File: src/rtl/sort_controller.sv
// Moore FSM sequencing an exchange-sort datapath (i/j pointers, A/B operands, comparator).
// Optional feature macro: SORT_SWAP_CNT_EN adds a saturating swap counter output swap_cnt.
module sort_controller #(
    parameter int ADDR_W     = 8,
    parameter int MEM_RD_LAT = 1
) (
    input  logic        clk,
    input  logic        rst,
    input  logic        start,
    input  logic        abort,
    input  logic        gt,
    input  logic        co1,
    input  logic        co2,
    output logic        inzP1,
    output logic        incP1,
    output logic        inzP2,
    output logic        incP2,
    output logic        ldP2,
    output logic        ldA,
    output logic        ldB,
    output logic        addr_sel,
    output logic        wr_sel,
    output logic        mem_rd,
    output logic        mem_wr,
    output logic        busy,
    output logic        done
`ifdef SORT_SWAP_CNT_EN
    ,
    output logic [15:0] swap_cnt
`endif
);

    if (ADDR_W != 8) begin : g_bad_addr_w
        $error("sort_controller: ADDR_W must be 8");
    end
    if (MEM_RD_LAT != 1) begin : g_bad_rd_lat
        $error("sort_controller: only MEM_RD_LAT = 1 is supported");
    end

    // S_WR_J_AB is a second WR_J that remembers an abort seen in WR_I.
    typedef enum logic [3:0] {
        S_IDLE, S_INIT, S_RD_I, S_RD_J, S_LD_B, S_CMP, S_WR_I,
        S_WR_J, S_WR_J_AB, S_ADV_J, S_CHK_J, S_ADV_I, S_SET_J, S_DONE
    } state_e;

    state_e state_q, state_d;

    // NOTE: sequential state uses non-blocking assignments so every register samples pre-edge values.
    always_ff @(posedge clk or negedge rst) begin
        if (!rst) state_q <= S_IDLE;
        else      state_q <= state_d;
    end

    always_comb begin
        // NOTE: every output gets a default before the case, so no path can infer a latch.
        state_d  = state_q;
        inzP1    = 1'b0;
        incP1    = 1'b0;
        inzP2    = 1'b0;
        incP2    = 1'b0;
        ldP2     = 1'b0;
        ldA      = 1'b0;
        ldB      = 1'b0;
        addr_sel = 1'b0;
        wr_sel   = 1'b0;
        mem_rd   = 1'b0;
        mem_wr   = 1'b0;
        done     = 1'b0;
        busy     = (state_q != S_IDLE);
        case (state_q)
            S_IDLE:  if (start) state_d = S_INIT;
            S_INIT:  begin inzP1 = 1'b1; inzP2 = 1'b1; state_d = S_RD_I; end
            S_RD_I:  begin mem_rd = 1'b1; state_d = S_RD_J; end
            S_RD_J:  begin mem_rd = 1'b1; addr_sel = 1'b1; ldA = 1'b1; state_d = S_LD_B; end
            S_LD_B:  begin ldB = 1'b1; state_d = S_CMP; end
            S_CMP:   state_d = gt ? S_WR_I : S_ADV_J;
            S_WR_I:  begin
                mem_wr  = 1'b1;
                wr_sel  = 1'b1;
                state_d = abort ? S_WR_J_AB : S_WR_J;
            end
            S_WR_J:    begin mem_wr = 1'b1; addr_sel = 1'b1; state_d = S_ADV_J; end
            S_WR_J_AB: begin mem_wr = 1'b1; addr_sel = 1'b1; state_d = S_IDLE; end
            S_ADV_J: begin incP2 = 1'b1; state_d = S_CHK_J; end
            S_CHK_J: state_d = co2 ? S_ADV_I : S_RD_I;
            S_ADV_I: begin incP1 = 1'b1; state_d = S_SET_J; end
            S_SET_J: begin ldP2 = 1'b1; state_d = co1 ? S_DONE : S_RD_I; end
            S_DONE:  begin done = 1'b1; state_d = S_IDLE; end
            default: state_d = S_IDLE;
        endcase
        // A swap in flight (WR_I) is finished before the abort is honoured.
        if (abort && state_q != S_IDLE && state_q != S_WR_I) state_d = S_IDLE;
    end

`ifdef SORT_SWAP_CNT_EN
    logic [15:0] swap_cnt_q, swap_cnt_d;

    always_comb begin
        swap_cnt_d = swap_cnt_q;
        if (state_q == S_INIT)
            swap_cnt_d = '0;
        else if ((state_q == S_WR_J || state_q == S_WR_J_AB) && swap_cnt_q != 16'hFFFF)
            swap_cnt_d = swap_cnt_q + 16'd1;
    end

    always_ff @(posedge clk or negedge rst) begin
        if (!rst) swap_cnt_q <= '0;
        else      swap_cnt_q <= swap_cnt_d;
    end

    assign swap_cnt = swap_cnt_q;
`endif

endmodule

File: config.mk
export PLATFORM = sky130hd
export DESIGN_NAME = sort_controller
export DESIGN_NICKNAME = d
export VERILOG_FILES = /design/src/rtl/sort_controller.sv
export SDC_FILE = /design/constraint.sdc
export NUM_CORES = 1
export LEC_CHECK = 0
export ABC_AREA = 1
export CAP_MARGIN = 0
export CORE_AREA = 4 4 41 43
export DETAILED_ROUTE_END_ITERATION = 10
export DIE_AREA = 0 0 45 47
export PLACE_DENSITY = 0.69
export SLEW_MARGIN = 20
export SYNTH_ARGS = -nofsm -noshare
export SYNTH_HDL_FRONTEND = slang
export SYNTH_SLANG_ARGS = --single-unit
File: constraint.sdc
create_clock -name clk -period 1.1 [get_ports clk]
set_clock_uncertainty 0.05 [all_clocks]
set_input_delay 0.22 -clock clk [delete_from_list [all_inputs] [get_ports clk]]
set_output_delay 0.22 -clock clk [all_outputs]
set_load 0.02 [all_outputs]
* After elaboration in Yosys (flattened, before gate mapping)
Cells that the tools add are included.
Storage, ports and cells: register bits 4, word-level logic and storage cells 41
Operators by class: equal/unequal tests 15, mux-type cells 18, reductions and logical operators 7
Operators by type and width (number):
- $pmux W4 S12 | 1
- $eq A4 B4 Y1 const B | 6
- $mux W4 | 6
- $eq A4 B3 Y1 const B | 4
- $mux W1 | 11
- $eq A4 B2 Y1 const B | 2
- $reduce_or A3 Y1 | 2
- $eq A4 B1 Y1 const B | 1
- $logic_not A4 Y1 | 1
- $ne A4 B3 Y1 const B | 1
- $reduce_bool A4 Y1 | 1
- $ne A3 B3 Y1 const B | 1
- $logic_and A1 B1 Y1 | 2
- $reduce_or A2 Y1 | 1

* Logic depth before layout (Yosys ltp)
Gate-level depths: netlist (run 1).
depth in word-level cells 4, mapped depth 8, depth with buffers taken out 8

* Worst setup path before layout (run 1)
Ideal clock, no wire load.
kind register -> output, from reg state_q[3], to out inzP2, arrival 1.199 ns, data required time 0.830 ns, path slack -0.369 ns, cell stages (with the launch flop) 5, path buffers 1, path through dfrtp_1 nor2_1 inv_1 nor2_1 buf_4
On the way: longest elaborated chain between the ends 2
RTL lines:
- from (decl) | RTL line 46 | state_e state_q, state_d;
- from (signal assigned) | RTL line 51 | else state_q <= state_d;
- $eq A4 B1 Y1
- $mux W1
- to (decl) | RTL line 16 | output logic inzP2,
No other way between the ends.

* Worst setup path after layout (run 1)
from reg state_q[2], to out busy
On the way: longest elaborated chain between the ends 1
RTL lines:
- $reduce_bool A4 Y1 | RTL line 69 | busy = (state_q != S_IDLE);
- to (decl) | RTL line 25 | output logic busy,
No other way between the ends.

==> flow_results.org, run 1 <==
** Outcome
- Status :: finished, violations left
- Violations in the final reports :: setup timing

** Synthesis
- Syn Area/Cell :: 5.27 um^2
- The mapped netlist covers roughly 450 um^2.
- Multiplexer fraction of the synthesized cell area :: 0%
- In this run the biggest area consumer among cell types represents ~22% of the synthesized area.
- Summing the areas of all fa, ha and maj instances in the mapped netlist gives 0% of the synthesized area.
- Share of synthesized cell area in and, or, nand and nor gates :: about 54%
- By area the synthesized netlist is led by dfrtp_1 22%, nand2_1 18%, nor2_1 15%.
- By area, the combinational part of the netlist is dominated by simple AND/OR/NAND/NOR gates.
- Mapped Cells :: 85
- Of all cell types, the one taking the most synthesized area is dfrtp_1.
- When the netlist entered floorplanning its net count stood at between 90 and 100.
- Xor/xnor cell area share of the yosys netlist :: 0%
- The synthesized netlist devotes 6.42% of its cell area to compound gates.
- Synth Register Bits :: 4
- Post-synthesis sequential area ratio :: between 20% and 30%
- After synthesis, the netlist uses 14 different library cells.
- For this run, the number of Yosys warnings is 0.

** GRT
- Pin count of the biggest net entering global routing :: 7
- The first global-routing pass estimated 2970 um of wire.
- The number of global-route vias before repair was 691.
- After global routing the overflow that remains totals 0.
- The initial antenna violation count came to 0.
- Global routing used 19.5% of the available tracks across all layers.

** Die
- The die is roughly 45 um wide.
- Initial core utilization :: between 30 and 40%
- In this run the vertical extent of the chip is 47 um.
- The region available for standard cell placement spans 0.00130 mm^2.
- Floorplan row count :: 13
- The die covers ~0.0021 mm^2.
- Pin placement for this block handled 20 I/O pins.

** Timing
- The count of final max-slew check failures came to 0.
- Measured slew at the worst slew-check pin :: 206 ps
- The final count of hold timing violations came to 0.
- Minimum period implied by the final worst setup slack :: 1490 ps
- RSZ-0062 raised after global routing :: yes
- Worst path setup slack after routing :: -390 ps
- Setup violations remaining at the end of the flow were counted as 17.
- F_max :: 0.671 GHz
- Max transition margin :: 86.3%
- Period utilization :: 135%

** Detailed routing
- For this block, the initial DRC count from the detailed router was 17.
- Total DRC errors in the routed layout :: 0
- Total length of routed wires :: approximately 1900 um
- The detail route stage leaves a number of antenna-violating nets equal to 0.
- Routed length per placed instance :: 12.4 um
- The pre-antenna-repair detailed-routing pass consisted of 4 iterations.
- Summing over every cut layer, the via total after detailed routing is 725.
- Average vias per placed instance :: 4.80

** Worst setup path
- Data arrival, critical path :: 1220 ps
- Critical setup path kind :: reg -> out
- The worst register-to-register path ends at state_q[0].
- On the critical path, the stage with the largest delay is an instance of dfrtp_1.
- For the worst setup path, the data required time is 830 ps.
- CP max FO :: 4
- Kind of start point of the critical path :: flip-flop
- Delay of the slowest cell on the worst path :: 390 ps
- STA classifies the critical path endpoint as an output port.
- The cell that appears most often on the critical path is buf_6.
- R2R cell count :: 8
- The signal on the critical path passes through buf_6 > nor2_4 > buf_6 > nand2_4 > buf_6.
- Setup slack on the worst reg-to-reg path comes out at -330 ps.
- Worst flop-to-flop path startpoint :: state_q[2]

** Final layout
- Ranked by flip-flop count, first place goes to state_q.
- The area growth from synthesis to layout is 140%.
- In the final layout, the registers with the most flip-flops are state_q (4).
- Flip-flop count of the largest register after layout :: 4
- Diode count :: 0
- Final #Nets :: 144
- The finished cells cover 0.00107 mm^2.
- Fraction of layout cells with a size suffix above 1 :: 61.8%
- Counting the fill cells in the layout gives 92.

** Clocking
- Inserted Clock Buffers :: 3
- Largest buffer count on any clock path :: 2
- After clock tree synthesis, the clock-pin slew on the worst setup and hold paths is 40 ps.
- In this run the number of H-tree levels came out at 1.
- Clock latency on the worst-skew pair :: 240 ps
- CTS Root Buffer Type :: clkbuf_4
- Buffers inserted to repair hold after CTS numbered 0.
- TritonCTS clock tree :: done
- Sinks on the clock net :: 4

** Placed design
- Cell Area, Placed :: 858 um^2
- During placement, the flow inserted port buffers numbering 19.
- At the end of routability-driven placement, the weighted congestion stood at 0.930.
- Half-perimeter wire length after placement :: 1210 um
- Timing analysis after detailed placement gives a worst setup slack of -622 ps.

** Power
- Lkg Pwr :: 0.000577 uW
- Across the VDD grid, the largest voltage drop is approximately 1.7 mV.
- Power density of the placed cells :: 2440 mW/mm^2

** Run
- Max-cap violations in this run came to 0.

** Worst hold path
- The worst hold path belongs to the class in -> async.
-- area by class of cell --
type	instances	area, um^2	share of cell area [%]
repair buffers	48	447	41.6
multi-input cells	62	410	38.2
clock buffers	4	26.3	2.45
flip-flops and latches	4	101	9.44
well taps	15	18.8	1.75
inverters	18	70.1	6.53
-- stage by stage --
stage,setup TNS (ps),std cells,hold WS (ps),util (%),total power (uW)
final,-5700,151,126,82.5,2610
after CTS,-5470,149,132,79.0,2450
after global placement,-8690,139,383,66.0,1840
after detailed placement,-8770,139,384,66.0,1850
after floorplan,-948,85,-126,-,1120
after global routing,-6600,151,150,82.5,2770
-- worst max-delay path, delay by kind of cell (launching register included) --
kind / cells / cell delay (ps)
buf+inv: 3 / 390
flops: 1 / 390
simple gates: 2 / 190
-- what timing repair did --
action                                  4_1_cts  5_1_grt
gates resized for setup                     102       10
pin swaps                                     8       10
endpoints found under the setup margin       17       17
buffers inserted                              6        2
-- report_power, final --
group	total, uW	internal (uW)	switching, uW
combinational	2130	1050	1080
clock	203	136	66.2
sequential	283	203	80.4
-- layout by cell type (no fill, tap or decap) --
master,instances
a21oi_1,1
a21oi_2,1
buf_4,23
buf_6,19
clkbuf_1,1
clkbuf_4,3
clkdlybuf4s50_1,6
dfrtp_1,3
dfrtp_2,1
inv_1,10
inv_2,7
inv_4,1
nand2_1,11
nand2_2,7
nand2_4,5
nand3_1,7
nand3_2,3
nor2_1,11
nor2_2,3
nor2_4,9
o21ai_1,1
o21ai_2,2
or2_0,1
-- per-layer routing --
metal	track usage, %	routed length [um]
met2	37.3	993
met3	2.30	127
met5	0	0
met4	9.36	42
met1	21.1	712
-- cell usage after synthesis --
| master | count |
|---|---|
| a21oi_1 | 1 |
| a21oi_2 | 1 |
| buf_4 | 1 |
| dfrtp_1 | 4 |
| inv_1 | 17 |
| inv_2 | 1 |
| nand2_1 | 22 |
| nand2_2 | 1 |
| nand3_1 | 10 |
| nor2_1 | 18 |
| nor2_2 | 5 |
| o21ai_0 | 2 |
| o21ai_1 | 1 |
| or2_0 | 1 |
-- worst max-delay path by stage --
stage / end / startpoint / slack (ps) / depth (start not counted)
finish: busy / state_q[2] / -390 / 5
global route: mem_rd / state_q[2] / -430 / 5
CTS: mem_rd / state_q[2] / -380 / 5
detailed placement: inzP2 / state_q[2] / -620 / 5
global placement: inzP1 / state_q[2] / -620 / 5
floorplan: inzP2 / state_q[3] / -140 / 4
-- logic make-up (layout without fill, tap and decap cells) --
| logic type | after synthesis | after routing |
|---|---|---|
| AND/OR/NAND/NOR | 57 | 57 |
| buffers and inverters | 19 | 70 |
| AO/OA/AOI/OAI | 5 | 5 |
| flip-flops | 4 | 4 |
(Power assumes the default switching activity.)
==> inputs of run 2 (changes only) <==
--- a/config.mk
+++ b/config.mk
@@ -10,7 +10,7 @@
 export CORE_AREA = 4 4 41 43
 export DETAILED_ROUTE_END_ITERATION = 10
 export DIE_AREA = 0 0 45 47
-export PLACE_DENSITY = 0.69
+export DONT_BUFFER_PORTS = 1
 export SLEW_MARGIN = 20
 export SYNTH_ARGS = -nofsm -noshare
 export SYNTH_HDL_FRONTEND = slang
==> run 2 against run 1 <==
- the run still ends with setup timing left
- clock-buffer cell count is the same
- non-clock buffer count shrank 28
- setup slack gained 12 ps
- largest power group unchanged
- critical endpoint is now incP2
- sequential power grew 20%
- critical path type unchanged
- power shrank 22%
- combinational power shrank 30%
==> flow_results.org, run 2 (synthesis results as in run 1) <==
** Worst setup path
- The data required time of the critical path came to 830 ps (about the same).
- WP buf/inv :: 3 (unchanged)
- CP Capture Type :: output port (unchanged)
- CP Cell Sequence: inv_4 > nand2_2 > buf_6 > nor2_4 > buf_12 (was buf_6 > nor2_4 > buf_6 > nand2_4 > buf_6).
- The data arrival at the endpoint of the critical path came to 1210 ps (was 1220 ps).
- Critical-path cell with the highest stage delay :: dfrtp_2 (was dfrtp_1)
- The delay contributed by the slowest stage of the critical path came to 460 ps (was 390 ps).
- The top fanout value on the critical path is 5 (was 4).
- The start-to-end type of the worst setup path is reg -> out (unchanged).
- Kind of start point of the critical path :: flip-flop (unchanged)
- The top cell family by delay on the critical path is flip-flops (unchanged).

** Detailed routing
- Average vias per placed instance :: 4.77 (was 4.80)
- The residual antenna-violating net count after detailed routing is 0 (unchanged).
- The via count of the routed design was 587 (was 725).
- The number of optimization iterations in the first detailed-route pass was 4 (unchanged).
- The total wirelength of the detailed-routed design was 1540 um (was 1880 um).
- The routed wire length per instance was 12.5 um (was 12.4 um).
- The number of DRC markers after the initial detailed-route iteration was 17 (unchanged).
- Total DRC errors in the routed layout :: 0 (unchanged)

** Worst hold path
- Class of the tightest hold or removal check :: in -> async (unchanged)

** Outcome
- Status: finished, violations left (unchanged).
- Violations in the final reports: setup timing (unchanged).

** GRT
- The number of global-route vias before repair came to 587 (was 691).
- The initial antenna violation count came to 0 (unchanged).
- Pin count of the biggest net entering global routing :: 7 (unchanged)
- The global-route wire length before repair was 2350 um (was 2970 um).
- GRT overflow :: 0 (unchanged)
- The all-layer global routing usage is 15.3% (was 19.5%).

** Placed design
- The worst-case setup slack after placement is -177 ps (was -622 ps).
- Placer congestion estimate :: 0.814 (was 0.930)
- Half-perimeter wire length after placement :: 1110 um (was 1210 um)
- The number of buffer cells added on primary ports came to 0 (was 19).

** Run
- The number of maximum-capacitance constraint violations was 0 (unchanged).

** Timing
- Minimum period implied by the final worst setup slack :: 1480 ps (was 1490 ps)
- F_max :: 0.677 GHz (was 0.671 GHz)
- The period utilization was 134% (was 135%).
- Max transition margin :: 82.3% (was 86.3%)
- The least setup slack across all paths after layout was -378 ps (was -390 ps).
- RSZ-0062 raised after global routing :: yes (unchanged)
- The transition time of the tightest slew-check pin is 265 ps (was 206 ps).
- The final count of hold timing violations came to 0 (unchanged).
- The final count of negative-setup-slack endpoints was 17 (unchanged).
- The worst hold margin came to 196 ps (was 126 ps).
- Post-route setup TNS :: -5370 ps (was -5700 ps)
- The count of final max-slew check failures came to 0 (unchanged).

** Clocking
- Inserted Clock Buffers :: 3 (unchanged)
- The CTS sink count is 4 (unchanged).
- The CTS tree was done (unchanged).
- CTS H-tree lvls :: 1 (unchanged)
- The CTS clock-pin slew for the worst setup and hold paths came to 40 ps (about the same).
- Clock latency on the worst-skew pair :: 230 ps (was 240 ps)
- Largest buffer count on any clock path :: 2 (unchanged)
- CTS Root Buffer Type :: clkbuf_4 (unchanged)

** Die
- Initial core utilization :: 34.4% (unchanged)
- Die height :: 47 um (unchanged)
- The area enclosed by the die boundary is 0.00212 mm^2 (unchanged).
- The number of placement rows came to 13 (unchanged).
- The I/O pin total came to 20 (unchanged).
- Core Footprint :: 0.00130 mm^2 (unchanged)
- The horizontal die dimension is 45 um (unchanged).

** Final layout
- Top library cells by usage in the layout, fill and taps aside: 13 x nand2_1, 13 x buf_4, 11 x nor2_1, 10 x nand3_1, 8 x inv_2 (was 23 x buf_4, 19 x buf_6, 11 x nand2_1, 11 x nor2_1, 10 x inv_1).
- Final core utilization :: 61.7% (was 82.5%)
- The fraction of layout cells with a size suffix above 1 is 58.3% (was 61.8%).
- Flip-flop count of the largest register after layout :: 4 (unchanged)
- Diode count :: 0 (unchanged)
- Final #Nets :: 116 (was 144)
- Count of fill cells added during filler insertion :: 118 (was 92)
- The layout-stage area growth over the synthesis result was 79.3% (was 140%).
- Register with the most flip-flops :: state_q (unchanged)
- Top Registers :: state_q (4) (unchanged)

** Power
- The overall power of the completed layout was 2040 uW (was 2610 uW).
- Worst IR drop on VDD :: 1.26 mV (was 1.70 mV)
- Power density of the placed cells :: 2530 mW/mm^2 (was 2440 mW/mm^2)
- The standby leakage power is 0.000408 uW (was 0.000577 uW).
[run 2: layer usage]
layer / track usage (%) / wire [um] / up-vias
met4: 8.19 / 11 / 0
met1: 15.9 / 588 / 271
met5: 0 / 0 / -
met2: 28.5 / 870 / 14
li1: - / - / 300
met3: 3.45 / 68 / 2
[run 2: what timing repair did]
action / CTS / global route
setup endpoints to repair: 17 / 17
cloned: 0 / 0
hold buffers: 1 / 0
pin swaps: 9 / 3
endpoints found under the hold margin: 4 / 0
gates resized for setup: 26 / 10
buffers inserted: 7 / 1
[run 2: path summary, 6_finish.rpt]
kind                       slack [ps]  startpoint    endpoint  cells after the start
min in group clk                  200       abort  state_q[0]                      3
max in group asynchronous         610         rst  state_q[1]                      1
max                              -380  state_q[2]       incP2                      5
min reg2reg                       760  state_q[1]  state_q[0]                      5
min                               200         rst  state_q[3]                      1
max reg2reg                      -250  state_q[3]  state_q[3]                      8
[run 2: area by class of cell]
cell class	instances	area [um^2]	share of cell area, %
multi-input combinational	62	394	49.1
timing repair buffer	20	184	22.9
sequential	4	105	13.1
inverter	18	75.1	9.35
clock buffer	4	26.3	3.27
tap	15	18.8	2.34
[run 2: power by group]
group / internal [uW] / switching [uW] / total, uW / leakage (uW)
clock network: 136 / 59.6 / 196 / 0.0000150
logic: 619 / 880 / 1500 / 0.000346
registers: 211 / 130 / 341 / 0.0000469
[run 2: metrics by stage]
step	cells	instance area (um^2)
2_1_floorplan	85	503
3_3_place_gp	110	606
3_5_place_dp	110	606
4_1_cts	122	764
5_1_grt	123	803
6_report	123	803
